**config.mk**
```make
export PLATFORM = sky130hd
export DESIGN_NAME = mc_controller
export DESIGN_NICKNAME = d
export VERILOG_FILES = /design/src/rtl/mc_controller.sv
export SDC_FILE = /design/constraint.sdc
export NUM_CORES = 1
export LEC_CHECK = 0
export BUFFER_PORTS_ARGS = -buffer_cell sky130_fd_sc_hd__buf_2
export CORE_AREA = 4 4 87 89
export CTS_CLUSTER_DIAMETER = 80
export CTS_CLUSTER_SIZE = 40
export DETAILED_ROUTE_END_ITERATION = 12
export DIE_AREA = 0 0 91 93
export PLACE_DENSITY = 0.7
export SLEW_MARGIN = 10
export SYNTH_ARGS = -nofsm -noshare
export SYNTH_HDL_FRONTEND = slang
export SYNTH_SLANG_ARGS = --single-unit
export TNS_END_PERCENT = 5
```
**constraint.sdc**
```tcl
create_clock -name clk -period 1.62 [get_ports clk]
set_input_delay 0.324 -clock clk [delete_from_list [all_inputs] [get_ports clk]]
set_output_delay 0.324 -clock clk [all_outputs]
set_load 0.005 [all_outputs]
```
**src/rtl/mc_controller.sv**
```systemverilog
// Multi-cycle control unit for the word-addressed MIPS-subset CPU: Moore control decode,
// start/halt handshaking, illegal-instruction trap and retired-instruction counter.
module mc_controller #(
    parameter int CNT_W = 32
) (
    input  logic             clk,
    input  logic             rst,
    input  logic             start,
    input  logic             halt_req,
    input  logic [5:0]       opc,
    input  logic [5:0]       func,
    input  logic             zero,
    output logic             pc_write,
    output logic             pc_write_cond,
    output logic             i_or_d,
    output logic             mem_read,
    output logic             mem_write,
    output logic             ir_write,
    output logic             reg_write,
    output logic [1:0]       reg_dst,
    output logic [1:0]       mem_to_reg,
    output logic             alu_src_a,
    output logic [1:0]       alu_src_b,
    output logic [2:0]       alu_op,
    output logic [1:0]       pc_source,
    output logic             busy,
    output logic             instr_done,
    output logic             illegal,
    output logic [CNT_W-1:0] instr_count,
    output logic [3:0]       dbg_state
);

    typedef enum logic [3:0] {
        S_IDLE      = 4'd0,
        S_FETCH     = 4'd1,
        S_DECODE    = 4'd2,
        S_MEM_ADDR  = 4'd3,
        S_MEM_READ  = 4'd4,
        S_MEM_WB    = 4'd5,
        S_MEM_WRITE = 4'd6,
        S_R_EXEC    = 4'd7,
        S_R_WB      = 4'd8,
        S_I_EXEC    = 4'd9,
        S_I_WB      = 4'd10,
        S_BRANCH    = 4'd11,
        S_JUMP      = 4'd12,
        S_JAL       = 4'd13,
        S_JR        = 4'd14,
        S_HALT      = 4'd15
    } state_t;

    localparam logic [5:0] OP_RTYPE = 6'b000000;
    localparam logic [5:0] OP_LW    = 6'b100011;
    localparam logic [5:0] OP_SW    = 6'b101011;
    localparam logic [5:0] OP_ADDI  = 6'b001000;
    localparam logic [5:0] OP_SLTI  = 6'b001010;
    localparam logic [5:0] OP_BEQ   = 6'b000100;
    localparam logic [5:0] OP_J     = 6'b000010;
    localparam logic [5:0] OP_JAL   = 6'b000011;

    localparam logic [5:0] FN_ADD = 6'b100000;
    localparam logic [5:0] FN_SUB = 6'b100010;
    localparam logic [5:0] FN_AND = 6'b100100;
    localparam logic [5:0] FN_OR  = 6'b100101;
    localparam logic [5:0] FN_SLT = 6'b101010;
    localparam logic [5:0] FN_JR  = 6'b001000;

    state_t           state_q, state_d;
    logic [CNT_W-1:0] count_q, count_d;
    logic             r_func_ok;

    // zero only gates the PC inside the datapath; the controller never looks at it.
    logic unused_zero;
    assign unused_zero = zero;

    assign r_func_ok = (func == FN_ADD) || (func == FN_SUB) || (func == FN_AND) ||
                       (func == FN_OR)  || (func == FN_SLT);

    always_ff @(posedge clk) begin
        if (!rst) begin
            state_q <= S_IDLE;
            count_q <= '0;
        end else begin
            state_q <= state_d;
            count_q <= count_d;
        end
    end

    always_comb begin
        state_d       = state_q;
        pc_write      = 1'b0;
        pc_write_cond = 1'b0;
        i_or_d        = 1'b0;
        mem_read      = 1'b0;
        mem_write     = 1'b0;
        ir_write      = 1'b0;
        reg_write     = 1'b0;
        reg_dst       = 2'b00;
        mem_to_reg    = 2'b00;
        alu_src_a     = 1'b0;
        alu_src_b     = 2'b00;
        alu_op        = 3'b000;
        pc_source     = 2'b00;
        instr_done    = 1'b0;

        unique case (state_q)
            S_IDLE: begin
                if (start) state_d = S_FETCH;
            end
            S_FETCH: begin
                mem_read  = 1'b1;
                ir_write  = 1'b1;
                alu_src_b = 2'b01;
                alu_op    = 3'b010;
                pc_write  = 1'b1;
                state_d   = S_DECODE;
            end
            S_DECODE: begin
                alu_src_b = 2'b10;
                alu_op    = 3'b010;
                case (opc)
                    OP_LW, OP_SW:     state_d = S_MEM_ADDR;
                    OP_RTYPE: begin
                        if (r_func_ok)          state_d = S_R_EXEC;
                        else if (func == FN_JR) state_d = S_JR;
                        else                    state_d = S_HALT;
                    end
                    OP_ADDI, OP_SLTI: state_d = S_I_EXEC;
                    OP_BEQ:           state_d = S_BRANCH;
                    OP_J:             state_d = S_JUMP;
                    OP_JAL:           state_d = S_JAL;
                    default:          state_d = S_HALT;
                endcase
            end
            S_MEM_ADDR: begin
                alu_src_a = 1'b1;
                alu_src_b = 2'b10;
                alu_op    = 3'b010;
                state_d   = (opc == OP_SW) ? S_MEM_WRITE : S_MEM_READ;
            end
            S_MEM_READ: begin
                i_or_d   = 1'b1;
                mem_read = 1'b1;
                state_d  = S_MEM_WB;
            end
            S_MEM_WB: begin
                reg_write  = 1'b1;
                mem_to_reg = 2'b01;
                instr_done = 1'b1;
            end
            S_MEM_WRITE: begin
                i_or_d     = 1'b1;
                mem_write  = 1'b1;
                instr_done = 1'b1;
            end
            S_R_EXEC: begin
                alu_src_a = 1'b1;
                case (func)
                    FN_SUB:  alu_op = 3'b110;
                    FN_AND:  alu_op = 3'b000;
                    FN_OR:   alu_op = 3'b001;
                    FN_SLT:  alu_op = 3'b111;
                    default: alu_op = 3'b010;
                endcase
                state_d = S_R_WB;
            end
            S_R_WB: begin
                reg_write  = 1'b1;
                reg_dst    = 2'b01;
                instr_done = 1'b1;
            end
            S_I_EXEC: begin
                alu_src_a = 1'b1;
                alu_src_b = 2'b10;
                alu_op    = (opc == OP_SLTI) ? 3'b111 : 3'b010;
                state_d   = S_I_WB;
            end
            S_I_WB: begin
                reg_write  = 1'b1;
                instr_done = 1'b1;
            end
            S_BRANCH: begin
                alu_src_a     = 1'b1;
                alu_op        = 3'b110;
                pc_write_cond = 1'b1;
                pc_source     = 2'b01;
                instr_done    = 1'b1;
            end
            S_JUMP: begin
                pc_write   = 1'b1;
                pc_source  = 2'b10;
                instr_done = 1'b1;
            end
            S_JAL: begin
                pc_write   = 1'b1;
                pc_source  = 2'b10;
                reg_write  = 1'b1;
                reg_dst    = 2'b10;
                mem_to_reg = 2'b10;
                instr_done = 1'b1;
            end
            S_JR: begin
                pc_write   = 1'b1;
                pc_source  = 2'b11;
                instr_done = 1'b1;
            end
            S_HALT: begin
                state_d = S_HALT;
            end
            default: state_d = S_IDLE;
        endcase

        // Every final state shares the same exit: park in IDLE on a halt request.
        if (instr_done) state_d = halt_req ? S_IDLE : S_FETCH;
    end

    assign count_d     = instr_done ? count_q + CNT_W'(1) : count_q;
    assign busy        = (state_q != S_IDLE) && (state_q != S_HALT);
    assign illegal     = (state_q == S_HALT);
    assign instr_count = count_q;
    assign dbg_state   = state_q;

endmodule
```
# Yosys cells after proc, flatten, opt, wreduce, memory -nomap -nowiden
# Cells that the tools add are included.
# op_classes
addsub	1
multipliers	0
div	0
magnitude_cmp	0
eq_ne	30
n_shift	0
mux	24
bitwise	0
reduce_logical	21
# op_table
op	count
$eq 6x6->1 const B	7
$add 32x1->32 const B	1
$eq 4x4->1 const B	8
$pmux 4 s8	1
$pmux 3 s4	2
$pmux 4 s6	1
$eq 6x4->1 const B	3
$eq 4x3->1 const B	4
$eq 6x2->1 const B	2
$mux 4	3
$pmux 2 s2	3
$reduce_or 4->1	3
$mux 1	11
$reduce_or 2->1	5
$reduce_bool 9->1	1
$eq 4x2->1 const B	2
$reduce_or 8->1	1
$eq 6x3->1 const B	1
$logic_not 6->1	1
$pmux 2 s3	1
$reduce_or 3->1	2
$eq 4x1->1 const B	1
$logic_not 4->1	1
$logic_or 1x1->1	4
7 further kinds	7
# totals
register_bits	36
latchBits	0
ramBits	0
mem_bits_ro	0
n_memories	0

# Depth between registers and ports, before layout
# logic_depth
word_depth	9
ltp_mapped	7

# Worst setup path before layout
# Ideal clock, no wire load.
# synth_path
kind	flip-flop to flip-flop
startpoint	register count_q[3], in the netlist instr_count[3]
endpoint	register count_q[25], in the netlist instr_count[25]
arrival_ns	1.556
t_required_ns	1.548
slack_ns	-0.008
stages_incl_launch_ff	7
n_path_buf	2
period_less_slack_ns	1.628
cell_sequence	dfxtp_1 > and4_1 > buf_2 > nand4_2 > buf_2 > nor4_1 > mux2i_1
# synth_via
elab_chain_len	1
# synth_lines
element	line	source
start, declared	69	logic [CNT_W-1:0] count_q, count_d;
start signal, assigned	85	count_q <= count_d;
$add 32x1->32	217	assign count_d = instr_done ? count_q + CNT_W'(1) : count_q;
# No other way between the ends.
# A chain may end at the register's enable or synchronous reset.

# Final worst setup path
# layout_path
startpoint	register state_q[2], in the netlist dbg_state[2]
endpoint	output port pc_write
# layout_via
elab_chain_len	3
# layout_lines
element	line	source
start, declared	68	state_t state_q, state_d;
start signal, assigned	84	state_q <= state_d;
$eq 4x1->1 or $eq 4x4->1 (tied branches)	106	unique case (state_q)
$reduce_or 4->1 (no source line) (*)	--	
$mux 1 (*)	106	
end, declared	13	output logic pc_write,
# Every way passes the cells marked *; elsewhere a longest branch is shown, timed or not.

==> impl_results.md <==
* Count of different cell masters after synthesis at 48
* Utilization after layout at 57.83%
* Fraction of final layout cells with drive strength greater than 1 at a little under half
* Router iterations before antenna repair at 5
* Synth Area per Inst at 7.560 um^2
* Top area cells in the synthesized netlist: sky130_fd_sc_hd__dfxtp_1, sky130_fd_sc_hd__nand2_1, sky130_fd_sc_hd__mux2i_1
* P per Cell Area at 520.7 nW/um^2
* Per-cell routed wire length at 16.05 um
* Fraction of power consumed by the clock network at 43.9%
* Post-synth EDFFs at 0
* Final worst slack at -0.1726 ns
* Worst-path fanout max at 5
* Count of unresolved DRC violations after routing at 0
* Clock transition at path regs at 0.07 ns
* Async set-reset flop share out of synthesis at 0%
* Commonest cells post-synth: sky130_fd_sc_hd__nand2_1, sky130_fd_sc_hd__dfxtp_1, sky130_fd_sc_hd__a21oi_1
* Type of the setup path with the least slack: reg -> out
* Mapped Nets at 328
* Met2 routed wirelength at 4267 um
* Final #Nets at 462
* FF-to-FF setup slack at -0.12 ns
* Hold Crit Class: in -> reg
* Global-route wire length before repair at 12590 um
* Final number of hold-violating endpoints at 0
* Area used by multi-input combinational logic at 1847 um^2
* Most area-hungry cell type in the Yosys netlist: sky130_fd_sc_hd__dfxtp_1
* Core box area at 6756 um^2
* Min Tclk post-route at 1.793 ns
* Number of buffers between clock root and the deepest sink at 2
* Met1 Routed Length at 3522 um
* Die width at 91 um
* Final count of negative-setup-slack endpoints at 33
* Worst slew pin tran at 0.5369 ns
* Critical path launch point type: flip-flop
* Routed wire length on met3 at 423 um
* Die Ht at around 93 um
* Number of global-route vias before repair at 2744
* Number of H-tree levels at 2
* Via-per-instance ratio at 5.651
* Global route total overflow at 0
* Combinational Power Share at 12.4%
* Switching part of the total at 23.90%
* DP HPWL at between 5000 and 6000 um
* Area fraction of the dominant cell type after synthesis at 30.75%
* Ordered list of cells on the worst path: buf_8 > nand2b_4 > buf_4 > nor2_4 > or2_4 > buf_6
* Crit-path slowest cell: sky130_fd_sc_hd__dfxtp_4
* Net switching power figure at 0.4862 mW
* Final GP Congestion at 0.8200
* Remaining number of nets flagged by the antenna check after routing at 0
* Worst Clk Skew at roughly 0.012 ns
* Clock tree from TritonCTS: yes
* Highest achievable clock rate at 0.5579 GHz
* Highest layer used for signal routing: met4
* Flop pwr share at 43.7%
* Number of clock buffers inserted by TritonCTS at 5
* Vias after detailed routing at 2967
* Total Wirelength at 8428 um
* Internal power contribution at 1.548 mW
* Leakage power of the design at around 1.7 nW
* I/O Buffers at 73
* Total number of placement rows at 30
* N_diodes at 0
* Worst path required time at approximately 1.3 ns
* Area added between synthesis and finish at 66.74%
* Most common flop cell mapped by yosys: sky130_fd_sc_hd__dfxtp_1
* Sequential area share after synthesis at 30.75%
* Root buffer selected by CTS: sky130_fd_sc_hd__clkbuf_8
* Warnings from Yosys at 0
* Slew headroom at 63.88%
* Worst Setup Slack post-DPL at -0.1081 ns
* Flops & latches, synth at 36
* Clk_lat worst skew at 0.30 ns
* Failing checks: setup timing
* Largest voltage drop on the vdd net at 0.0003119 V
* Effective utilization at floorplan at 34.69%
* Initial antenna violation count at 0
* Register Area at between 700 and 800 um^2
* Number of violations of the max-capacitance limit at 0
* I/O Pins at 75
* Final max-slew violation count at 0
* Global-route usage over all layers at around 18%
* RSZ-0062 raised after global routing: yes
* CP Capture Type: primary output
* Crit path DAT at 1.47 ns
* Fill cell instance count of the final layout at 544
* Pin count of the biggest net entering global routing at 17
* Peak per-stage delay on the critical path at 0.39 ns
* Die footprint at between 8000 and 9000 um^2
* Starting DRC count in detailed routing at 182
* Final worst-path cycle share at 110.7%
* Cell with the most instances after synthesis: sky130_fd_sc_hd__nand2_1
* Instance count of the mapped netlist at 310
* Combined area of all synthesized cells at around 2300 um^2
* Number of sinks handled by clock tree synthesis at 36
* Result of the run: finished with violations
[cell usage in the layout (no fill, tap or decap), types with 5 or more instances in the layout]
master / Yosys / routed
sky130_fd_sc_hd__buf_4: 2 / 62
sky130_fd_sc_hd__nand2b_4: 0 / 5
sky130_fd_sc_hd__mux2i_1: 14 / 14
sky130_fd_sc_hd__a21oi_1: 23 / 20
sky130_fd_sc_hd__or4_1: 11 / 11
sky130_fd_sc_hd__inv_1: 9 / 8
sky130_fd_sc_hd__buf_6: 0 / 10
sky130_fd_sc_hd__buf_2: 9 / 71
sky130_fd_sc_hd__nor2_1: 18 / 12
sky130_fd_sc_hd__nand3_1: 11 / 11
sky130_fd_sc_hd__nand4_1: 8 / 8
sky130_fd_sc_hd__o21ai_0: 11 / 9
sky130_fd_sc_hd__nand2_1: 41 / 38
sky130_fd_sc_hd__nor4_4: 0 / 7
sky130_fd_sc_hd__o31ai_1: 13 / 13
sky130_fd_sc_hd__dfxtp_1: 36 / 32
sky130_fd_sc_hd__nand2b_1: 18 / 13
sky130_fd_sc_hd__clkbuf_8: 0 / 7
[stage by stage]
stage | hold slack (ns) | cells | TNS [ns] | area, um^2 | total power [mW]
after global routing | 0.2187 | 525 | -4.941 | 3908 | 2.105
after global placement | 0.4571 | 499 | -0.2018 | 3168 | 1.098
after floorplan | 0.4315 | 310 | -0.01527 | 2344 | 1.007
after CTS | 0.2085 | 517 | -1.315 | 3626 | 2.005
final | 0.2219 | 525 | -2.611 | 3908 | 2.034
after detailed placement | 0.4714 | 499 | -1.243 | 3168 | 1.102
[timing repair]
action                                  CTS  global route
endpoints found under the setup margin   45            47
hold buffers                              0             0
buffers inserted                          9             8
pin swaps                                 8            16
gates cloned                              1             0
gates resized for setup                  55            38
[worst paths after layout]
check	start	endpoint	cells after the start
setup reg to reg	dbg_state[2]	instr_count[26]	6
hold / removal	halt_req	dbg_state[0]	2
hold reg to reg	instr_count[31]	instr_count[31]	2
setup / recovery	dbg_state[2]	pc_write	6
[cell families after synthesis]
logic type               synth area share [%]
AND/OR/NAND/NOR                         34.81
AO/OA/AOI/OAI                           20.02
flip-flops                              30.75
buffers and inverters                   5.926
multiplexers                            6.460
XOR/XNOR                                1.495
adder cells (fa/ha/maj)                0.5338
[layout make-up]
| type | instances | area share (%) |
|---|---|---|
| Clock inverter | 1 | 0.7685 |
| Timing Repair Buffer | 149 | 27.15 |
| Multi-Input combinational cell | 242 | 47.26 |
| Sequential cell | 36 | 18.83 |
| Inverter | 10 | 0.9606 |
| Tap cell | 80 | 2.562 |
| Clock buffer | 7 | 2.466 |
[state kept, by name, summed over array words and instances (netlist names)]
signal	count
instr_count	32
dbg_state	4
[power groups by stage]
stage	Sequential (mW)	Clock, mW	Combinational, mW
2_1_floorplan	0.911	0	0.0957
3_3_place_gp	0.913	0	0.184
3_5_place_dp	0.914	0	0.188
4_1_cts	0.889	0.896	0.221
5_1_grt	0.889	0.943	0.273
6_report	0.889	0.893	0.253
[critical path: cells and delay by family (launching register included)]
kind | cells | cell delay, ns
simple gates | 3 | 0.43
buf+inv | 3 | 0.36
flops | 1 | 0.39
[routing by layer]
layer	vias up	global-route usage [%]
li1	1422	-
met2	98	31.64
met5	-	0
met3	24	3.298
met4	0	6.658
met1	1423	21.43
No activity file was read; power rests on OpenSTA's default activity.
